===== src/rtl/reg_read_port_pipe.sv =====
// ---------------------------------------------------------------------------
// reg_read_port_pipe
//
// Registered N-to-1 word selector for the register-file read path. One
// WIDTH-bit word is picked out of a flattened DEPTH-word bus when a request
// is accepted. The result (with same-cycle write forwarding, an optional
// hardwired zero register and out-of-range flagging) is returned through a
// 2-entry skid buffer. The result appears one cycle after acceptance, and
// back-to-back requests run at full throughput.
//
// Optional feature (compile-time macro): RDPORT_PARITY_EN
//   defined   -> adds o_out_par = ^o_out_data, registered with the data
//   undefined -> o_out_par and its logic do not exist
//
// Parameters
//   WIDTH     bits per word
//   DEPTH     number of selectable words (2..1024)
//   SEL_W     select width, 2**SEL_W >= DEPTH
//   ZERO_REG  1: select 0 always reads 0 and is never forwarded
//
// Ports
//   i_clock      rising-edge clock
//   i_reset      synchronous, active-high reset
//   i_in         word k = i_in[k*WIDTH +: WIDTH]
//   i_req_valid  request present
//   i_req_sel    word index
//   o_req_ready  request accepted when i_req_valid & o_req_ready
//   i_wr_en      register-file write happening this cycle
//   i_wr_sel     write index
//   i_wr_data    write data
//   o_out_valid  result present
//   o_out_data   selected word
//   o_out_err    result came from i_req_sel >= DEPTH
//   i_out_ready  result consumed when o_out_valid & i_out_ready
//   o_out_par    (RDPORT_PARITY_EN only) even parity of o_out_data
// ---------------------------------------------------------------------------
module reg_read_port_pipe #(
  parameter int WIDTH    = 32,
  parameter int DEPTH    = 32,
  parameter int SEL_W    = 5,
  parameter int ZERO_REG = 1
) (
  input  logic                   i_clock,
  input  logic                   i_reset,
  input  logic [DEPTH*WIDTH-1:0] i_in,
  input  logic                   i_req_valid,
  input  logic [SEL_W-1:0]       i_req_sel,
  output logic                   o_req_ready,
  input  logic                   i_wr_en,
  input  logic [SEL_W-1:0]       i_wr_sel,
  input  logic [WIDTH-1:0]       i_wr_data,
  output logic                   o_out_valid,
  output logic [WIDTH-1:0]       o_out_data,
  output logic                   o_out_err,
  input  logic                   i_out_ready
`ifdef RDPORT_PARITY_EN
  ,
  output logic                   o_out_par
`endif
);

  // Every encodable select value gets a slot; slots at or above DEPTH read
  // as zero so the lookup never indexes past the input bus.
  localparam int NSEL = 1 << SEL_W;
  localparam logic [SEL_W:0] DEPTH_W = (SEL_W + 1)'(DEPTH);

  typedef enum logic [1:0] {
    ST_EMPTY = 2'd0,
    ST_ONE   = 2'd1,
    ST_FULL  = 2'd2
  } state_t;

  logic [WIDTH-1:0] w_words [NSEL];

  for (genvar gi = 0; gi < NSEL; gi++) begin : g_words
    if (gi < DEPTH) begin : g_live
      assign w_words[gi] = i_in[gi*WIDTH +: WIDTH];
    end else begin : g_pad
      assign w_words[gi] = '0;
    end
  end

  // Combinational lookup at acceptance time.
  logic             w_is_zero;
  logic             w_oor;
  logic             w_fwd;
  logic [WIDTH-1:0] w_sel_data;
  logic             w_sel_err;

  always_comb begin
    w_is_zero  = (ZERO_REG != 0) && (i_req_sel == '0);
    w_oor      = ({1'b0, i_req_sel} >= DEPTH_W);
    w_fwd      = i_wr_en && (i_wr_sel == i_req_sel);
    w_sel_data = '0;
    w_sel_err  = 1'b0;
    if (w_is_zero) begin
      w_sel_data = '0;
    end else if (w_oor) begin
      w_sel_data = '0;
      w_sel_err  = 1'b1;
    end else if (w_fwd) begin
      w_sel_data = i_wr_data;
    end else begin
      w_sel_data = w_words[i_req_sel];
    end
  end

  state_t           r_state;
  logic             r_req_ready;
  logic             r_out_valid;
  logic [WIDTH-1:0] r_head_data;
  logic             r_head_err;
  logic [WIDTH-1:0] r_skid_data;
  logic             r_skid_err;

  logic w_accept;
  logic w_pop;

  assign w_accept = i_req_valid && r_req_ready;
  assign w_pop    = r_out_valid && i_out_ready;

`ifdef RDPORT_PARITY_EN
  // Parity follows whatever word was captured, so the forwarded path
  // automatically carries parity of the write data.
  logic w_sel_par;
  logic r_head_par;
  logic r_skid_par;

  assign w_sel_par = ^w_sel_data;

  always_ff @(posedge i_clock) begin
    if (i_reset) begin
      r_head_par <= 1'b0;
      r_skid_par <= 1'b0;
    end else begin
      case (r_state)
        ST_EMPTY: if (w_accept) r_head_par <= w_sel_par;
        ST_ONE: begin
          if (w_accept && !w_pop) r_skid_par <= w_sel_par;
          else if (w_accept && w_pop) r_head_par <= w_sel_par;
        end
        ST_FULL: if (w_pop) r_head_par <= r_skid_par;
        default: ;
      endcase
    end
  end

  assign o_out_par = r_head_par;
`endif

  // Skid FSM. The head register always drives the outputs; the skid entry
  // only holds the second result while the consumer is stalled, so the
  // head is untouched (stable) whenever out_valid & !out_ready.
  always_ff @(posedge i_clock) begin
    if (i_reset) begin
      r_state     <= ST_EMPTY;
      r_req_ready <= 1'b1;
      r_out_valid <= 1'b0;
      r_head_data <= '0;
      r_head_err  <= 1'b0;
      r_skid_data <= '0;
      r_skid_err  <= 1'b0;
    end else begin
      case (r_state)
        ST_EMPTY: begin
          if (w_accept) begin
            r_head_data <= w_sel_data;
            r_head_err  <= w_sel_err;
            r_out_valid <= 1'b1;
            r_state     <= ST_ONE;
          end
        end
        ST_ONE: begin
          if (w_accept && !w_pop) begin
            r_skid_data <= w_sel_data;
            r_skid_err  <= w_sel_err;
            r_req_ready <= 1'b0;
            r_state     <= ST_FULL;
          end else if (w_accept && w_pop) begin
            r_head_data <= w_sel_data;
            r_head_err  <= w_sel_err;
          end else if (w_pop) begin
            r_out_valid <= 1'b0;
            r_state     <= ST_EMPTY;
          end
        end
        ST_FULL: begin
          // req_ready is low here, so nothing can be accepted.
          if (w_pop) begin
            r_head_data <= r_skid_data;
            r_head_err  <= r_skid_err;
            r_req_ready <= 1'b1;
            r_state     <= ST_ONE;
          end
        end
        default: begin
          r_state     <= ST_EMPTY;
          r_req_ready <= 1'b1;
          r_out_valid <= 1'b0;
        end
      endcase
    end
  end

  assign o_req_ready = r_req_ready;
  assign o_out_valid = r_out_valid;
  assign o_out_data  = r_head_data;
  assign o_out_err   = r_head_err;

endmodule


===== config.mk =====
export PLATFORM = sky130hd
export DESIGN_NAME = reg_read_port_pipe
export DESIGN_NICKNAME = d
export VERILOG_FILES = /design/src/rtl/reg_read_port_pipe.sv
export SDC_FILE = /design/constraint.sdc
export NUM_CORES = 1
export LEC_CHECK = 0
export BUFFER_PORTS_ARGS = -buffer_cell sky130_fd_sc_hd__buf_2
export CAP_MARGIN = 20
export CORE_AREA = 4 4 426 428
export DETAILED_ROUTE_END_ITERATION = 10
export DIE_AREA = 0 0 430 432
export PLACE_DENSITY_LB_ADDON = 0.05
export SYNTH_ARGS = -nofsm -noshare
export SYNTH_HDL_FRONTEND = slang
export SYNTH_SLANG_ARGS = --single-unit

===== constraint.sdc =====
create_clock -name i_clock -period 4.36 [get_ports i_clock]
set_input_delay 0.872 -clock i_clock [delete_from_list [all_inputs] [get_ports i_clock]]
set_output_delay 0.872 -clock i_clock [all_outputs]
set_load 0.05 [all_outputs]

==> qor.csv <==
metric,value,unit
vias_per_cell,3.410,
fin_nets,3109,
grt.overflow.total,0,
pwr-share-clk,0.196,
pwr-share-comb,0.610,
p_int,2258,uW
htreeDepth,3,
antenna_found_initial,144,
path_clk_slew,0.07,ns
ys_seq_elements,68,
cts_setup_buffers,0,
cts_resized,0,
numCtsBuffers,9,
clock_skew,0.01770,ns
routedWlPerCell,31.61,um
finalMaxSlewViolations,0,
gp_congestion,0.8650,
ir_drop,0.0001952,V
start_util,0.06421,
synth_edf_count,0,
hp-class,flop to flop,
regArea,0.001361,mm2
synth_top_cell_by_area,mux4_2,
clk_latency,0.38,ns
cp_max_fo,45,
tns,0,ns
die_area,0.1858,mm2
grt_pass1_wl,177.7,mm
die_w,430,um
via_count,15100,
ys_seq_area_frac,0.1192,
drtIter0Drc,898,
final_util,0.1148,
worstPathArrival,3.89,ns
fillCellCount,20470,
yosysUniqueCellTypes,46,
finalHoldViolCount,0,
yosys.area.top_type_share,0.5089,
p_seq_frac,0.194,
finalWorstSetupSlack,0.7283,ns
multi_input_comb_area,0.009545,mm2
status,"complete, no violations",
cts_tree,yes,
setup_viol,0,
io_buffers,1104,
grt_max_degree,49,
grt_use_total,0.1442,
place_ws,0.1766,ns
p_per_area,202.2,mW/mm2
synth_commonest_cells,"mux4_2, mux2i_1, dfxtp_1, nor2_1",
postCtsHoldBufs,0,
p_sw_frac,0.4529,
yosysWarnings,0,
cp-end-kind,flop,
async_flop_share,0,
max_clock_freq,275.4,MHz
finalPower,4127,uW
required,4.62,ns
hpwl,124.5,mm
netlist_top_cells_area,"mux4_2, dfxtp_1, mux2i_1",
startpoint,i_req_sel[0],
core,0.1778,mm2
finalCritPeriodShare,0.8330,
row_count,155,
wl,140.0,mm
synth_most_common_cell,mux4_2,
syn-cell-area,0.01142,mm2
syn-num-nets,2048,
hold_path.startpoint,r_skid_data[29],
synth-main-ff-cell,dfxtp_1,
clockBufferDepth,2,
io_pins,1106,
cap_violations,0,
layout-drive-gt1-share,0.7254,
postRouteAntennaNets,0,
relSlewSlack,0.1397,
crit_path_start_kind,input port,
first_pass_iters,5,
tightest_slew,1.290,ns
switchingPower,1869,uW
syn_area_per_cell,11.69,um2
fp.dieH,432,um
grt_pass1_vias,16090,
crit_type,input port to flop,
cts_root_buf,clkbuf_16,
fin_crit,3.632,ns
syn_inst,977,
cts.sinks,68,
rsz0062_at_grt,no,
drc_errors,0,
r2r-start,r_state[0],
rrSetupSlack,1.70,ns
leakagePower,0.008564,uW
area_growth,78.75,%
## final timing paths
path,to,depth (start not counted)
setup / recovery,o_out_data[31],8
hold reg to reg,r_skid_data[29],2
hold / removal,r_skid_data[29],2
setup reg to reg,o_out_data[23],6
## logic make-up after synthesis
kind of cell              count (synthesis)  share of synthesized area
other                                     1                  0.0003284
AOI/OAI and AO/OA                       201                     0.1255
buffers and inverters                   118                    0.05139
and+or+nand+nor                         208                    0.08383
muxes                                   376                     0.6159
xor gates and xnor gates                  5                   0.003835
DFF                                      68                     0.1192
## metal layers
metal,track usage,vias up,routed length (um)
li1,-,6313,-
met1,0.1891,7862,60820
met2,0.2540,698,69890
met3,0.02766,194,7298
met4,0.01228,34,1747
met5,0,-,218
## power by group through the flow
stage | registers [uW] | logic, uW | clock network (uW)
3_3_place_gp | 824 | 2590 | 0
6_report | 801 | 2520 | 810
2_1_floorplan | 1020 | 1030 | 0
5_1_grt | 818 | 2710 | 866
4_1_cts | 805 | 2600 | 861
3_5_place_dp | 820 | 2590 | 0
## state kept, by name, indices dropped and copies added (netlist names)
name	count
r_state	2
o_req_ready	1
o_out_data	32
o_out_valid	1
r_skid_data	32
## worst max-delay path, stage by stage
cell     delay [ns]
buf_8          0.39
buf_4          0.31
nor2b_2        0.75
a22oi_1        0.28
and3_1         0.26
a31oi_1        0.46
and3_1         0.31
o21ai_1        0.09
## cell type report
class                           count  share of cell area
Sequential cell                    68             0.06670
Antenna cell                       30            0.003678
Tap cell                         2355              0.1444
Clock buffer                       10             0.01122
Timing Repair Buffer             1168              0.3032
Multi-Input combinational cell    791              0.4677
Clock inverter                      6            0.003188
## metrics by stage
stage,hold WS [ns],std cells,cell area [um2]
floorplan,0.4254,977,11420
global placement,0.4345,4381,20020
detailed placement,0.4418,4382,20040
CTS,0.4518,4398,20340
global route,0.4771,4406,20360
finish,0.4510,4428,20410
## placed cells by master (no fill, tap or decap), drive strengths merged, types with 7 or more instances in the layout
master	n
a211oi	10
a21oi	37
a221oi	7
a22o	26
a22oi	8
a31o	12
a32o	12
and3	9
buf	1168
clkbuf	10
dfxtp	68
diode	30
mux2	33
mux2i	85
mux4	258
nand2	57
nand2b	14
nand3	16
nor2	67
nor2b	14
nor3	15
o211ai	11
o21ai	27
o22ai	15
o31ai	10
o41ai	10
or3	10
Power figures use the tool's default switching activity.
